===== src/rtl/anim_overlay_ctrl.sv =====
// anim_overlay_ctrl: raster tracking, animation/background scheduling and pipelined sprite-ROM addressing
module anim_overlay_ctrl #(
    parameter int NUM_FRAMES  = 30,
    parameter int FRAME_DELAY = 4,
    parameter int NUM_BG      = 6,
    parameter int BG_FRAMES   = 120,
    parameter int WIN_X0      = 760,
    parameter int WIN_Y0      = 474,
    parameter int WIN_W       = 400,
    parameter int WIN_H       = 176,
    parameter int ROM_W       = 200,
    parameter int SCALE_SHIFT = 1,
    parameter int FRAME_SIZE  = 17600,
    parameter int ADDR_W      = 20
) (
    input  logic              clk_i,
    input  logic              rst_i,
    input  logic              cen_i,
    input  logic [1:0]        vh_blank_i,
    input  logic              cmd_valid_i,
    input  logic [1:0]        cmd_op_i,
    output logic              cmd_ready_o,
    output logic [11:0]       hcount_o,
    output logic [11:0]       vcount_o,
    output logic [7:0]        frame_idx_o,
    output logic [2:0]        bg_idx_o,
    output logic              frame_tick_o,
    output logic [ADDR_W-1:0] rom_addr_o,
    output logic              win_active_o,
    output logic [1:0]        state_o
);
    typedef enum logic [1:0] {PLAY = 2'd0, PAUSE = 2'd1, STEP_PEND = 2'd2} state_t;
    localparam logic [1:0] OP_PLAY = 2'd0, OP_PAUSE = 2'd1, OP_STEP = 2'd2, OP_RESTART = 2'd3;

    state_t             state_q;
    logic               hb_q, vb_q, tick_q;
    logic [11:0]        hcount_q, vcount_q, xrel_q, yrel_q;
    logic [7:0]         frame_q;
    logic [2:0]         bg_q;
    logic [15:0]        delay_q, bgcnt_q;
    logic               in_win_q, win_q;
    logic [ADDR_W-1:0]  addr_q;
    logic               h_f, h_r, v_r, acc, in_win_d;
    logic [7:0]         frame_d;
    logic [2:0]         bg_d;
    logic [ADDR_W-1:0]  addr_d;

    always_comb begin
        h_f      = ~vh_blank_i[0] & hb_q;
        h_r      = vh_blank_i[0] & ~hb_q;
        v_r      = vh_blank_i[1] & ~vb_q;
        acc      = cmd_valid_i & cmd_ready_o & cen_i;
        frame_d  = (frame_q == 8'(NUM_FRAMES - 1)) ? 8'd0 : frame_q + 8'd1;
        bg_d     = (bg_q == 3'(NUM_BG - 1)) ? 3'd0 : bg_q + 3'd1;
        in_win_d = (hcount_q >= 12'(WIN_X0)) && (hcount_q < 12'(WIN_X0 + WIN_W)) &&
                   (vcount_q >= 12'(WIN_Y0)) && (vcount_q < 12'(WIN_Y0 + WIN_H));
        addr_d   = ADDR_W'(frame_q) * ADDR_W'(FRAME_SIZE) +
                   ADDR_W'(yrel_q >> SCALE_SHIFT) * ADDR_W'(ROM_W) +
                   ADDR_W'(xrel_q >> SCALE_SHIFT);
    end

    always_ff @(posedge clk_i) begin
        if (rst_i) begin
            state_q  <= PLAY;
            hb_q     <= 1'b0;
            vb_q     <= 1'b0;
            tick_q   <= 1'b0;
            hcount_q <= '0;
            vcount_q <= '0;
            xrel_q   <= '0;
            yrel_q   <= '0;
            frame_q  <= '0;
            bg_q     <= '0;
            delay_q  <= '0;
            bgcnt_q  <= '0;
            in_win_q <= 1'b0;
            win_q    <= 1'b0;
            addr_q   <= '0;
        end else if (cen_i) begin
            hb_q     <= vh_blank_i[0];
            vb_q     <= vh_blank_i[1];
            tick_q   <= v_r;
            hcount_q <= h_f ? 12'd0 : (&hcount_q) ? hcount_q : hcount_q + 12'd1;
            vcount_q <= v_r ? 12'd0 : (h_r && !(&vcount_q)) ? vcount_q + 12'd1 : vcount_q;
            // Restart outranks everything, including a coincident frame tick
            if (acc && cmd_op_i == OP_RESTART) begin
                state_q <= PLAY;
                frame_q <= '0;
                bg_q    <= '0;
                delay_q <= '0;
                bgcnt_q <= '0;
            end else begin
                case (state_q)
                    PLAY: begin
                        if (acc && cmd_op_i == OP_PAUSE) state_q <= PAUSE;
                        if (v_r) begin
                            delay_q <= (delay_q == 16'(FRAME_DELAY - 1)) ? 16'd0 : delay_q + 16'd1;
                            if (delay_q == 16'(FRAME_DELAY - 1)) frame_q <= frame_d;
                            bgcnt_q <= (bgcnt_q == 16'(BG_FRAMES - 1)) ? 16'd0 : bgcnt_q + 16'd1;
                            if (bgcnt_q == 16'(BG_FRAMES - 1)) bg_q <= bg_d;
                        end
                    end
                    PAUSE: begin
                        if (acc && cmd_op_i == OP_PLAY) state_q <= PLAY;
                        if (acc && cmd_op_i == OP_STEP) state_q <= STEP_PEND;
                    end
                    STEP_PEND: begin
                        if (v_r) begin
                            frame_q <= frame_d;
                            state_q <= PAUSE;
                        end
                    end
                    default: state_q <= PLAY;
                endcase
            end
            in_win_q <= in_win_d;
            xrel_q   <= hcount_q - 12'(WIN_X0);
            yrel_q   <= vcount_q - 12'(WIN_Y0);
            win_q    <= in_win_q;
            addr_q   <= in_win_q ? addr_d : '0;
        end
    end

    assign cmd_ready_o  = (state_q != STEP_PEND);
    assign hcount_o     = hcount_q;
    assign vcount_o     = vcount_q;
    assign frame_idx_o  = frame_q;
    assign bg_idx_o     = bg_q;
    assign frame_tick_o = tick_q;
    assign rom_addr_o   = addr_q;
    assign win_active_o = win_q;
    assign state_o      = state_q;
endmodule


===== config.mk =====
export PLATFORM = sky130hd
export DESIGN_NAME = anim_overlay_ctrl
export DESIGN_NICKNAME = d
export VERILOG_FILES = /design/src/rtl/anim_overlay_ctrl.sv
export SDC_FILE = /design/constraint.sdc
export NUM_CORES = 1
export LEC_CHECK = 0
export BUFFER_PORTS_ARGS = -buffer_cell sky130_fd_sc_hd__buf_2
export CELL_PAD_IN_SITES_DETAIL_PLACEMENT = 1
export CELL_PAD_IN_SITES_GLOBAL_PLACEMENT = 1
export CORE_AREA = 2 2 139 141
export DETAILED_ROUTE_END_ITERATION = 8
export DIE_AREA = 0 0 141 143
export HOLD_SLACK_MARGIN = 0.1
export PLACE_DENSITY = 0.79
export SLEW_MARGIN = 20
export SYNTH_ARGS = -nofsm -noshare
export SYNTH_HDL_FRONTEND = slang
export SYNTH_SLANG_ARGS = --single-unit

===== constraint.sdc =====
create_clock -name clk_i -period 6.1 [get_ports clk_i]
set_input_delay 0.305 -clock clk_i [delete_from_list [all_inputs] [get_ports clk_i]]
set_output_delay 0.305 -clock clk_i [all_outputs]
set_load 0.01 [all_outputs]

==> flow_summary.json <==
{
  "outcome": "finished clean",
  "grt_start_max_net_pins": 62,
  "arrival_ps": 5380,
  "tritoncts": "done",
  "fin_ws_ps": 1030,
  "maxSlewViolCount": 0,
  "grt_pass1_wl_um": 35000,
  "antenna_found_initial": 1,
  "avgSynthCellArea_um2": 8.65,
  "vias": 6767,
  "cp-start-kind": "flip-flop",
  "place_ws_ps": 1040,
  "ys_warn_count": 0,
  "grt_usage": 0.215,
  "gr-total-overflow": 0,
  "hp-class": "in -> reg",
  "diodes": 0,
  "cts_hold_buf": 0,
  "cts-htree-levels": 4,
  "synth_area_um2": 7950,
  "drc": 0,
  "critical_path_class": "reg -> reg",
  "yosysUniqueCellTypes": 61,
  "io_pins": 68,
  "fin_nets": 1111,
  "end_kind": "flip-flop",
  "fin_crit_ps": 5070,
  "period_share": 0.831,
  "leakage_uw": 0.00420,
  "numCtsBuffers": 17,
  "hold_violations": 0,
  "wl_per_cell_um": 16.9,
  "vias_per_cell": 5.53,
  "clk_path_buf_depth": 2,
  "peakVddDrop_mv": 0.190,
  "clk_pin_slew_ps": 60,
  "drive_gt1_frac": 0.114,
  "synth_ff_type": "dfxtp_1",
  "floorplan.die_area_um2": 20200,
  "areaGrowthSynthToFinish_pct": 13.6,
  "skew_ps": 7.78,
  "whs_ps": 214,
  "synth_fp_nets": 1054,
  "utilization": 0.486,
  "ys_seq_elements": 116,
  "first_global_vias": 7206,
  "start_util": 0.428,
  "netlist_instances": 919,
  "cp_max_fo": 7,
  "post_cts_resized": 0,
  "cp_data_required_time_ps": 6410,
  "clock_sinks": 116,
  "die_w_um": 141,
  "hpwl_um": 15400,
  "io_buffers": 67,
  "postSynth.asyncResetShare": 0,
  "coreArea_um2": 18600,
  "clock_latency_ps": 420,
  "cts_root_buf": "clkbuf_16",
  "cts_setup_buffers": 0,
  "fmax_mhz": 197,
  "ys_seq_area_frac": 0.292,
  "gp_congestion": 0.849,
  "drt_wl_total_um": 20700,
  "firstDrtPassIters": 4,
  "cap_violations": 0,
  "fp-row-count": 50,
  "nFillCells": 2231,
  "die_h_um": 143,
  "tightest_slew_ps": 740,
  "fin_tns_setup_ps": 0,
  "synth_edf_count": 0,
  "setup_violations": 0,
  "p_per_area_nw_per_um2": 224,
  "postRouteAntennaNets": 0,
  "rsz0062_at_grt": "no",
  "drtIter0Drc": 307,
  "relSlewSlack": 0.502
}
==> layout make-up <==
class                           count  area (um^2)  area share
Clock buffer                       18          439      0.0486
Multi-Input combinational cell    711         5270       0.583
Tap cell                          234          293      0.0324
Inverter                           60          225      0.0249
Timing Repair Buffer               70          358      0.0396
Clock inverter                     14          128      0.0141
Sequential cell                   116         2320       0.257
==> synth_stat cells (2+ instances only) <==
cell type | number | area (um^2)
nand2b_1 | 11 | 68.8
o21a_1 | 2 | 15.0
and3_1 | 10 | 62.6
a21o_1 | 13 | 97.6
and3_4 | 2 | 22.5
ha_1 | 109 | 1360
nor3_1 | 16 | 80.1
dfxtp_1 | 116 | 2320
mux2i_1 | 14 | 140
o41ai_1 | 2 | 17.5
and4_1 | 3 | 26.3
a31o_2 | 2 | 17.5
a31oi_1 | 7 | 43.8
xor2_1 | 38 | 333
nand3b_1 | 2 | 15.0
fa_1 | 18 | 360
and2_1 | 6 | 37.5
buf_1 | 7 | 26.3
nor2b_1 | 6 | 37.5
nor2_1 | 135 | 507
o2111ai_1 | 2 | 17.5
nand2_1 | 51 | 191
o211ai_1 | 4 | 30.0
o21bai_1 | 2 | 15.0
nand4_1 | 15 | 93.8
inv_1 | 60 | 225
buf_2 | 2 | 10.0
o21ai_0 | 25 | 125
a22oi_1 | 11 | 82.6
or4_1 | 2 | 15.0
or2_2 | 2 | 12.5
a21boi_0 | 2 | 15.0
nand3_1 | 27 | 135
a311oi_1 | 3 | 26.3
a211oi_1 | 16 | 120
a21oi_1 | 49 | 245
o31ai_1 | 5 | 37.5
xnor2_1 | 59 | 517
clkbuf_1 | 21 | 78.8
nor4_1 | 7 | 43.8
a22o_1 | 7 | 61.3
or3_1 | 9 | 56.3
==> path summary, 6_finish.rpt <==
path                          startpoint                           to  slack [ps]  cells after the start
max          frame_idx_o[6]$_SDFFE_PP0P_  rom_addr_o[19]$_SDFFE_PP0P_        1030                     21
min reg2reg  rom_addr_o[19]$_SDFFE_PP0P_  rom_addr_o[19]$_SDFFE_PP0P_         470                      1
min                        vh_blank_i[1]            vb_q$_SDFFE_PP0P_         210                      3
max reg2reg  frame_idx_o[6]$_SDFFE_PP0P_  rom_addr_o[19]$_SDFFE_PP0P_        1030                     21
==> worst max-delay path, stage by stage, from the launching register on <==
cell	delay (ps)
dfxtp_1	450
inv_1	120
ha_1	230
ha_1	180
or2_2	300
fa_1	440
ha_1	300
ha_1	360
and2_1	160
o21ai_0	130
o21ai_0	140
o21a_1	200
nor2_1	120
xnor2_1	140
ha_1	250
ha_1	350
a21o_1	210
a311oi_1	250
a31oi_1	130
xnor2_1	200
xnor2_1	90
a22o_1	220
==> stage by stage <==
stage                     instances  total power [uW]  area, um^2
after floorplan                 919              1010        7950
after global placement         1191              1060        8460
after detailed placement       1191              1080        8460
after CTS                      1223              2050        9030
after global routing           1223              2120        9030
final                          1223              2030        9030
==> cells in the final DEF (no fill, tap or decap), types with 4 or more instances in the layout <==
master,n
nor2_1,135
dfxtp_1,116
ha_1,109
buf_2,67
inv_1,60
xnor2_1,59
nand2_1,51
a21oi_1,49
xor2_1,38
nand3_1,27
o21ai_0,25
fa_1,18
clkbuf_16,17
nor3_1,16
a211oi_1,16
nand4_1,15
mux2i_1,14
a21o_1,13
nand2b_1,11
a22oi_1,11
and3_1,10
or3_1,9
a31oi_1,7
nor4_1,7
a22o_1,7
and2_1,6
nor2b_1,6
o31ai_1,5
o211ai_1,4
clkinvlp_4,4
==> routing by layer <==
metal	track usage	wire length, um	up-vias
li1	-	-	3316
met2	0.374	10200	110
met3	0.0453	682	34
met1	0.263	9320	3307
met4	0.0789	448	0
met5	0	0	-
==> sequential cells by signal (all words and copies together) (netlist names) <==
name          cells
rom_addr_o       20
bgcnt_q          16
delay_q          16
hcount_o         12
vcount_o         12
xrel_q           11
yrel_q           11
frame_idx_o       8
bg_idx_o          3
state_o           2
frame_tick_o      1
hb_q              1
in_win_q          1
vb_q              1
win_active_o      1
==> power by group <==
part / total [uW] / internal, uW / switching (uW)
registers: 787 / 770 / 17.0
clock network: 960 / 573 / 387
logic: 278 / 110 / 168
==> kinds of logic (layout without fill, tap and decap cells) <==
| family | after synthesis | after routing | share of synthesized area |
|---|---|---|---|
| buffers and inverters | 92 | 162 | 0.0452 |
| AO/OA/AOI/OAI | 164 | 164 | 0.138 |
| XOR/XNOR | 97 | 97 | 0.107 |
| multiplexers | 14 | 14 | 0.0176 |
| adder cells (fa/ha/maj) | 127 | 127 | 0.217 |
| flip-flops | 116 | 116 | 0.292 |
| AND/OR/NAND/NOR | 309 | 309 | 0.183 |
No activity file was read; power rests on OpenSTA's default activity.
